File: config.mk
export PLATFORM = sky130hd
export DESIGN_NAME = branch_unit_flat
export DESIGN_NICKNAME = d
export VERILOG_FILES = /design/src/rtl/branch_unit_pkg.sv /design/src/rtl/branch_unit_if.sv /design/src/rtl/branch_unit_cond_eval.sv /design/src/rtl/branch_unit.sv /design/src/flat_wrapper.sv
export SDC_FILE = /design/constraint.sdc
export NUM_CORES = 1
export LEC_CHECK = 0
export CAP_MARGIN = 20
export CORE_MARGIN = 2
export CORE_UTILIZATION = 45
export CTS_CLUSTER_DIAMETER = 40
export CTS_CLUSTER_SIZE = 40
export DETAILED_ROUTE_END_ITERATION = 8
export GPL_TIMING_DRIVEN = 1
export PLACE_DENSITY_LB_ADDON = 0.12
export SLEW_MARGIN = 20
export SYNTH_ARGS = -nofsm -noshare
export SYNTH_HDL_FRONTEND = slang
export SYNTH_SLANG_ARGS = --single-unit
File: constraint.sdc
create_clock -name clk -period 9.85 [get_ports clk]
set_clock_uncertainty 0.15 [all_clocks]
set_input_delay 1.97 -clock clk [delete_from_list [all_inputs] [get_ports clk]]
set_output_delay 1.97 -clock clk [all_outputs]
set_load 0.02 [all_outputs]
File: src/rtl/branch_unit_pkg.sv
// Shared LEGv8 control-flow constants: opcode prefixes, next-PC select encodings and
// condition codes, plus the branch-class decoder used by the branch unit.
package branch_unit_pkg;

    localparam int unsigned WORD      = 64;
    localparam int unsigned INSTR_LEN = 32;

    // Next-PC select, shared with fetch
    localparam logic [1:0] PC_INC    = 2'd0;
    localparam logic [1:0] PC_BRANCH = 2'd1;
    localparam logic [1:0] PC_REG    = 2'd2;

    localparam logic [5:0]  OP_B     = 6'b000101;
    localparam logic [5:0]  OP_BL    = 6'b100101;
    localparam logic [7:0]  OP_CBZ   = 8'b10110100;
    localparam logic [7:0]  OP_CBNZ  = 8'b10110101;
    localparam logic [7:0]  OP_BCOND = 8'b01010100;
    localparam logic [10:0] OP_BR    = 11'b11010110000;
    localparam logic [10:0] OP_ADDS  = 11'b10101011000;
    localparam logic [10:0] OP_SUBS  = 11'b11101011000;
    localparam logic [10:0] OP_ANDS  = 11'b11101010000;
    localparam logic [9:0]  OP_ADDIS = 10'b1011000101;
    localparam logic [9:0]  OP_SUBIS = 10'b1111000101;
    localparam logic [9:0]  OP_ANDIS = 10'b1111001001;

    localparam logic [3:0] COND_EQ = 4'd0;
    localparam logic [3:0] COND_NE = 4'd1;
    localparam logic [3:0] COND_HS = 4'd2;
    localparam logic [3:0] COND_LO = 4'd3;
    localparam logic [3:0] COND_MI = 4'd4;
    localparam logic [3:0] COND_PL = 4'd5;
    localparam logic [3:0] COND_VS = 4'd6;
    localparam logic [3:0] COND_VC = 4'd7;
    localparam logic [3:0] COND_HI = 4'd8;
    localparam logic [3:0] COND_LS = 4'd9;
    localparam logic [3:0] COND_GE = 4'd10;
    localparam logic [3:0] COND_LT = 4'd11;
    localparam logic [3:0] COND_GT = 4'd12;
    localparam logic [3:0] COND_LE = 4'd13;
    localparam logic [3:0] COND_AL = 4'd14;
    localparam logic [3:0] COND_NV = 4'd15;

    typedef enum logic [2:0] {
        BrNone, BrB, BrBl, BrCbz, BrCbnz, BrCond, BrReg
    } br_kind_e;

    function automatic br_kind_e decode_branch(input logic [INSTR_LEN-1:0] instr);
        br_kind_e kind;
        kind = BrNone;
        if (instr[31:26] == OP_B)          kind = BrB;
        else if (instr[31:26] == OP_BL)    kind = BrBl;
        else if (instr[31:24] == OP_CBZ)   kind = BrCbz;
        else if (instr[31:24] == OP_CBNZ)  kind = BrCbnz;
        else if (instr[31:24] == OP_BCOND) kind = BrCond;
        else if (instr[31:21] == OP_BR)    kind = BrReg;
        return kind;
    endfunction

    function automatic logic is_flag_setter(input logic [INSTR_LEN-1:0] instr);
        return (instr[31:21] == OP_ADDS) || (instr[31:21] == OP_SUBS) ||
               (instr[31:21] == OP_ANDS) || (instr[31:22] == OP_ADDIS) ||
               (instr[31:22] == OP_SUBIS) || (instr[31:22] == OP_ANDIS);
    endfunction

endpackage

File: src/rtl/branch_unit_if.sv
// Datapath-facing bundle of the branch unit: instruction/operands in, next-PC control out.
interface branch_unit_if
    import branch_unit_pkg::*;
#(
    parameter int unsigned WIDTH = WORD
) ();
    logic [INSTR_LEN-1:0] instruction;
    logic [WIDTH-1:0]     pc;
    logic [WIDTH-1:0]     reg_data;
    logic [3:0]           alu_flags;
    logic [1:0]           pc_src;
    logic [WIDTH-1:0]     branch_target;
    logic                 link_write;
    logic [WIDTH-1:0]     link_data;
    logic [3:0]           flags;

    modport master (
        output instruction, pc, reg_data, alu_flags,
        input  pc_src, branch_target, link_write, link_data, flags
    );

    modport slave (
        input  instruction, pc, reg_data, alu_flags,
        output pc_src, branch_target, link_write, link_data, flags
    );
endinterface

File: src/rtl/branch_unit_cond_eval.sv
// B.cond condition evaluator: maps a 4-bit condition code and NZCV to taken.
module branch_unit_cond_eval
    import branch_unit_pkg::*;
(
    input  logic [3:0] cond,
    input  logic [3:0] nzcv,
    output logic       taken
);
    logic n, z, c, v;

    always_comb begin
        {n, z, c, v} = nzcv;
        taken = 1'b1;
        case (cond)
            COND_EQ: taken = z;
            COND_NE: taken = !z;
            COND_HS: taken = c;
            COND_LO: taken = !c;
            COND_MI: taken = n;
            COND_PL: taken = !n;
            COND_VS: taken = v;
            COND_VC: taken = !v;
            COND_HI: taken = c && !z;
            COND_LS: taken = !(c && !z);
            COND_GE: taken = (n == v);
            COND_LT: taken = (n != v);
            COND_GT: taken = !z && (n == v);
            COND_LE: taken = !(!z && (n == v));
            default: taken = 1'b1;
        endcase
    end
endmodule

File: src/rtl/branch_unit.sv
// Control-flow resolution for the single-cycle LEGv8 datapath: next-PC select, branch
// target, BL link write, and the architectural NZCV register.
module branch_unit
    import branch_unit_pkg::*;
#(
    parameter int unsigned WIDTH = WORD
) (
    input logic          clk,
    input logic          reset,
    branch_unit_if.slave bus
);
    logic [3:0]       flags_q;
    br_kind_e         kind;
    logic             cond_true;
    logic [WIDTH-1:0] offset;

    assign kind = decode_branch(bus.instruction);

    branch_unit_cond_eval u_cond_eval (
        .cond  (bus.instruction[3:0]),
        .nzcv  (flags_q),
        .taken (cond_true)
    );

    always_ff @(posedge clk or negedge reset) begin
        if (!reset) begin
            flags_q <= 4'b0000;
        end else if (is_flag_setter(bus.instruction)) begin
            flags_q <= bus.alu_flags;
        end
    end

    always_comb begin
        if (kind == BrB || kind == BrBl) begin
            offset = {{(WIDTH-26){bus.instruction[25]}}, bus.instruction[25:0]};
        end else begin
            offset = {{(WIDTH-19){bus.instruction[23]}}, bus.instruction[23:5]};
        end
    end

    assign bus.branch_target = bus.pc + (offset << 2);
    assign bus.link_data     = bus.pc + WIDTH'(4);
    assign bus.flags         = flags_q;

    // Control outputs are forced idle while reset is held; targets keep tracking inputs.
    always_comb begin
        bus.pc_src     = PC_INC;
        bus.link_write = 1'b0;
        if (reset) begin
            unique case (kind)
                BrB:     bus.pc_src = PC_BRANCH;
                BrBl: begin
                    bus.pc_src     = PC_BRANCH;
                    bus.link_write = 1'b1;
                end
                BrCbz:   bus.pc_src = (bus.reg_data == '0) ? PC_BRANCH : PC_INC;
                BrCbnz:  bus.pc_src = (bus.reg_data != '0) ? PC_BRANCH : PC_INC;
                // Codes 16-31 never branch
                BrCond:  bus.pc_src = (!bus.instruction[4] && cond_true) ? PC_BRANCH : PC_INC;
                BrReg:   bus.pc_src = PC_REG;
                BrNone:  bus.pc_src = PC_INC;
                default: bus.pc_src = PC_INC;
            endcase
        end
    end
endmodule

File: src/flat_wrapper.sv
// flat-port wrapper written by rule: the top's interface ports become plain ports
module branch_unit_flat import branch_unit_pkg::*;
#(
    parameter int unsigned WIDTH = WORD
)
  (clk, reset, bus_instruction, bus_pc, bus_reg_data, bus_alu_flags, bus_pc_src, bus_branch_target, bus_link_write, bus_link_data, bus_flags);
  branch_unit_if #(.WIDTH(WIDTH)) bus_i ();
  input logic clk;
  input logic reset;
  input wire logic [$bits(bus_i.instruction)-1:0] bus_instruction;
  input wire logic [$bits(bus_i.pc)-1:0] bus_pc;
  input wire logic [$bits(bus_i.reg_data)-1:0] bus_reg_data;
  input wire logic [$bits(bus_i.alu_flags)-1:0] bus_alu_flags;
  output wire logic [$bits(bus_i.pc_src)-1:0] bus_pc_src;
  output wire logic [$bits(bus_i.branch_target)-1:0] bus_branch_target;
  output wire logic [$bits(bus_i.link_write)-1:0] bus_link_write;
  output wire logic [$bits(bus_i.link_data)-1:0] bus_link_data;
  output wire logic [$bits(bus_i.flags)-1:0] bus_flags;
  assign bus_i.instruction = bus_instruction;
  assign bus_i.pc = bus_pc;
  assign bus_i.reg_data = bus_reg_data;
  assign bus_i.alu_flags = bus_alu_flags;
  assign bus_pc_src = bus_i.pc_src;
  assign bus_branch_target = bus_i.branch_target;
  assign bus_link_write = bus_i.link_write;
  assign bus_link_data = bus_i.link_data;
  assign bus_flags = bus_i.flags;
  branch_unit #(.WIDTH(WIDTH)) u_core (.clk(clk), .reset(reset), .bus(bus_i));
endmodule
=== Yosys cells after proc, flatten, opt, wreduce, memory -nomap -nowiden ===
Index checks and enable logic that the tools add are counted.

* Register bits after elaboration: 4
* Input port bits: 166
* Word-level logic and storage cells: 71

* Add/sub/neg operators: 2
* Eq/ne operators: 33
* Mux-type cells: 15
* Reduce and logical (&&, ||, !) cells: 20

{| class="wikitable"
|+ Operators by type and width
! kind !! number
|-
| $add 64x3->64 const B || 1
|-
| $add 64x64->64 || 1
|-
| $logic_not 64->1 || 1
|-
| $reduce_bool 64->1 || 1
|-
| $mux 62 || 1
|-
| $eq 11x11->1 const B || 4
|-
| $eq 10x10->1 const B || 3
|-
| $eq 4x4->1 const B || 6
|-
| $mux 3 || 6
|-
| $eq 4x3->1 const B || 4
|-
| $eq 8x8->1 const B || 2
|-
| $pmux 1 s14 || 1
|-
| $pmux 2 s5 || 1
|-
| $eq 3x3->1 const B || 3
|-
| $eq 4x2->1 const B || 2
|-
| $eq 8x7->1 const B || 1
|-
| $logic_not 1->1 || 7
|-
| $eq 3x2->1 const B || 2
|-
| $eq 6x3->1 const B || 1
|-
| $eq 6x6->1 const B || 1
|-
| $logic_or 1x1->1 || 6
|-
| $mux 1 || 5
|-
| $eq 4x1->1 const B || 1
|-
| $logic_not 4->1 || 1
|-
| 6 further kinds || 8
|}

=== Longest topological paths before layout ===
* Word-level depth: 11
* Depth in mapped cells: 18
* Depth with buffers taken out: 16

=== Cells and area by module ===
From an unflattened synthesis, not the netlist that was laid out.

* Cell total of the unflattened synthesis: 848
* Area, all modules: 5,736.8 sq um

{| class="wikitable"
|+ By module, submodules not included
! module !! times used !! cells an instance !! area an instance (sq um) !! sequential area each (sq um)
|-
| branch_unit || 1 || 824 || 5,559.1 || 100.1
|-
| branch_unit_cond_eval || 1 || 24 || 177.7 || 0.0
|}

=== Worst setup path after synthesis ===
No wires, ideal clock.

* Path type: input -> output
* From: input bus_instruction[28]
* To: output bus_branch_target[63]
* Arrival: 5.849 ns
* Data required time: 7.730 ns
* Setup slack: 1.881 ns
* Cell stages on the path: 17
* Path through: nor2b_1 nand2_1 or3_1 and2_0 clkbuf_1 a21o_1 ha_1 clkbuf_1 nand4_1 nor4_1 a21o_1 a211o_1 a211oi_1 o221ai_1 a32o_1 a21oi_1 xnor2_1

* Cells in the longest elaborated chain, start to end: 11

{| class="wikitable"
|+ Ends and longest elaborated chain
! element !! line !! text
|-
| start: declaration || flat_wrapper.sv:10 || <nowiki>input wire logic [$bits(bus_i.instruction)-1:0] bus_instruction;</nowiki>
|-
| $eq 11x11->1 || branch_unit_pkg.sv:55 || <nowiki>else if (instr[31:21] == OP_BR) kind = BrReg;</nowiki>
|-
| $mux 3 || branch_unit_pkg.sv:55 ||
|-
| $mux 3 || branch_unit_pkg.sv:54 || <nowiki>else if (instr[31:24] == OP_BCOND) kind = BrCond;</nowiki>
|-
| $mux 3 || branch_unit_pkg.sv:53 || <nowiki>else if (instr[31:24] == OP_CBNZ) kind = BrCbnz;</nowiki>
|-
| $mux 3 || branch_unit_pkg.sv:52 || <nowiki>else if (instr[31:24] == OP_CBZ) kind = BrCbz;</nowiki>
|-
| $mux 3 || branch_unit_pkg.sv:51 || <nowiki>else if (instr[31:26] == OP_BL) kind = BrBl;</nowiki>
|-
| $mux 3 * || branch_unit_pkg.sv:50 || <nowiki>if (instr[31:26] == OP_B) kind = BrB;</nowiki>
|-
| $eq 3x1->1 or $eq 3x2->1 (tied branches) || branch_unit.sv:34 || <nowiki>if (kind == BrB || kind == BrBl) begin</nowiki>
|-
| $logic_or 1x1->1 * || branch_unit.sv:34 ||
|-
| $mux 62 * || branch_unit.sv:34 ||
|-
| $add 64x64->64 * || branch_unit.sv:41 || <nowiki>assign bus.branch_target = bus.pc + (offset << 2);</nowiki>
|-
| end: declaration || flat_wrapper.sv:15 || <nowiki>output wire logic [$bits(bus_i.branch_target)-1:0] bus_branch_target;</nowiki>
|}

Every way passes the cells marked *; elsewhere a longest branch is shown, timed or not.

=== Worst setup path in the final report ===
Ends and elaborated chain as after synthesis.

==> flow_metrics.tcl <==
set metrics [dict create \
    status "complete, no violations" \
    root_buffer "clkbuf_16" \
    wl_um 21800 \
    final_max_slew_viol_count 0 \
    nets 1342 \
    n_fill_cell 1116 \
    setup_viol 0 \
    layout_min_cycle_time_ps 9260 \
    synth_edf_count 0 \
    crit_arrival_ps 7140 \
    wl_per_cell_um 17.0 \
    max_stage_delay_ps 630 \
    ys_types 74 \
    cts_max_level 1 \
    seq_area_frac_synth 0.0177 \
    pin_count 301 \
    path_max_fanout 24 \
    r2r_cells 1 \
    worst-path-stages 17 \
    drc 0 \
    dieArea_sq_um 13500 \
    worstPathRequired_ps 7730 \
    peakVddDrop_mv 0.108 \
    cts.repair.resized 0 \
    cpLargestDelayFamily "compound AO/OA/AOI/OAI gates" \
    cts_sinks 4 \
    grt_max_degree 25 \
    grt_usage 0.310 \
    setup_tns_ps 0 \
    cts_tree "yes" \
    cts_buffers 3 \
    path_clk_slew_ps 30 \
    antenna_cells 0 \
    async_reset_ff_frac 1.00 \
    crit_chain "clkdlybuf4s50_1 > nor2b_1 > nand2_1 > or3_1 > and2_0 > a21o_1 > ha_1 > a21oi_1 > o21a_1 > o221ai_1 > a211o_1 > a211oi_1 > o221ai_1 > a32o_1 > a21oi_1 > xnor2_1 > clkdlybuf4s50_1" \
    port_buffers 294 \
    worst-path-buf-inv 2 \
    seq_area_sq_um 100 \
    drt_pre_antenna_iters 5 \
    avgSynthCellArea_sq_um 6.69 \
    start_util 0.455 \
    vias 7386 \
    antenna_found_initial 0 \
    multi_input_area_sq_um 5320 \
    post_cts_buffers 0 \
    drv_cap 0 \
    critPathSlowestCell "clkdlybuf4s50_1" \
    grt_pass1_vias 6752 \
    drive_above_1_share 0.0271 \
    drt_iter0_drc 534 \
    syn-instance-count 848 \
    crit_path_start_kind "input pin" \
    clock.fmax_mhz 108 \
    die_w_um 116 \
    post_dp_cell_area_sq_um 8680 \
    hpwl_um 18700 \
    slew_headroom 0.403 \
    yosys_warnings 0 \
    core_area_sq_um 12500 \
    synth_nets 1079 \
    end_kind "primary output" \
    hold_path_depth 1 \
    rsz0062_at_grt "false" \
    ant_nets 0 \
    grt.overflow.total 0 \
    viasPerCell 5.77 \
    fin_area_sq_um 8750 \
    hold_violations 0 \
    period_share 0.940 \
    largest_register_ffs 4 \
    critical_path_class "in2out" \
    powerDensity_nw_per_um2 88.0 \
    rows 41 \
    cts_hold_buf 0 \
    ys_ff_latch 4 \
    p_leak_nw 3.59 \
    syn_area_sq_um 5670 \
    synthFlopType "dfrtp_1" \
    gp_congestion 0.953 \
    grt_pass1_wl_um 33900 \
    syn_to_final_growth_pct 54.4 \
    hold_class "reg2reg" \
    worst_pin_slew_ps 896 \
    clk_latency_ps 230 \
    clockBufferDepth 2 \
    die_h_um 116 \
]
## logic make-up (layout without fill, tap and decap cells)
| group | Yosys count | in the layout | share of synthesized area |
|---|---|---|---|
| compound gates | 235 | 235 | 0.280 |
| buf+inv | 60 | 321 | 0.0455 |
| fa+ha+maj | 65 | 65 | 0.145 |
| mux | 7 | 7 | 0.0157 |
| flops | 4 | 4 | 0.0177 |
| simple gates | 356 | 356 | 0.310 |
| xor+xnor | 121 | 121 | 0.187 |
## area by class of cell
cell class,instances,share of cell area
Clock buffer,3,0.00858
Inverter,21,0.00901
Multi-Input combinational cell,784,0.608
Sequential cell,4,0.0114
Tap cell,172,0.0246
Timing Repair Buffer,297,0.339
## through the flow
| step | instances | total power, mW | hold WS, ps | setup slack [ps] | utilization |
|---|---|---|---|---|---|
| after floorplan | 848 | 0.398 | 522 | 1880 | - |
| after global placement | 1278 | 0.695 | 410 | 782 | 0.696 |
| after detailed placement | 1278 | 0.699 | 411 | 621 | 0.696 |
| after CTS | 1281 | 0.767 | 435 | 616 | 0.702 |
| after global routing | 1281 | 0.821 | 456 | 306 | 0.702 |
| final | 1281 | 0.770 | 437 | 587 | 0.702 |
## path summary, 6_finish.rpt
check | from | to | slack (ps)
worst min register to register | u_core.bus.flags[3] | u_core.bus.flags[3] | 440
min in group asynchronous | reset | u_core.bus.flags[1] | 1830
worst max-delay path | bus_instruction[28] | bus_branch_target[63] | 590
max in group asynchronous | reset | u_core.bus.flags[3] | 7510
worst max register to register | u_core.bus.flags[2] | u_core.bus.flags[2] | 8860
worst min-delay path | u_core.bus.flags[3] | u_core.bus.flags[3] | 440
## power by group
| group | internal [mW] | total (mW) | switching [mW] |
|---|---|---|---|
| sequential | 0.0183 | 0.0205 | 0.00220 |
| combinational | 0.322 | 0.685 | 0.363 |
| clock | 0.0520 | 0.0645 | 0.0125 |
## per-layer routing
layer	share of wire	up-vias	track usage
met2	0.49	313	0.553
met4	0.022	0	0.0754
met1	0.41	3376	0.403
met3	0.072	28	0.0306
li1	-	3669	-
met5	0	-	0
## cell usage in the layout (no fill, tap or decap), drive strengths merged, types with 25 or more instances in the layout
cell type      netlist  final
a21o                46     46
a21oi               73     73
clkdlybuf4s50        0    294
ha                  64     64
nand2              133    133
nand3               35     35
nand4               39     39
nor2                57     57
nor4                25     25
o21ai               40     40
xnor2               71     71
xor2                50     50
## cells in the mapped netlist, types with 3 or more instances
cell / number / area (sq um)
xnor2_1: 71 / 622
xor2_1: 50 / 438
inv_1: 21 / 78.8
o21bai_1: 11 / 82.6
mux2_2: 5 / 56.3
nor4_1: 25 / 156
o21ai_0: 33 / 165
a21oi_1: 72 / 360
o211ai_1: 7 / 52.6
nand3_1: 33 / 165
buf_2: 8 / 40.0
nand2b_1: 3 / 18.8
a211oi_1: 5 / 37.5
a41oi_1: 4 / 35.0
o21ai_1: 6 / 30.0
clkbuf_1: 25 / 93.8
nor3_1: 16 / 80.1
a31oi_1: 9 / 56.3
dfrtp_1: 4 / 100
o21a_1: 5 / 37.5
a21boi_0: 3 / 22.5
ha_1: 64 / 801
or3_1: 7 / 43.8
a21o_1: 46 / 345
nor2b_1: 4 / 25.0
nand4_1: 39 / 244
and2_1: 10 / 62.6
and4_1: 6 / 52.6
buf_4: 6 / 45.0
nor2_1: 56 / 210
nand2_1: 132 / 495
and3_1: 11 / 68.8
No activity file was read; power rests on OpenSTA's default activity.
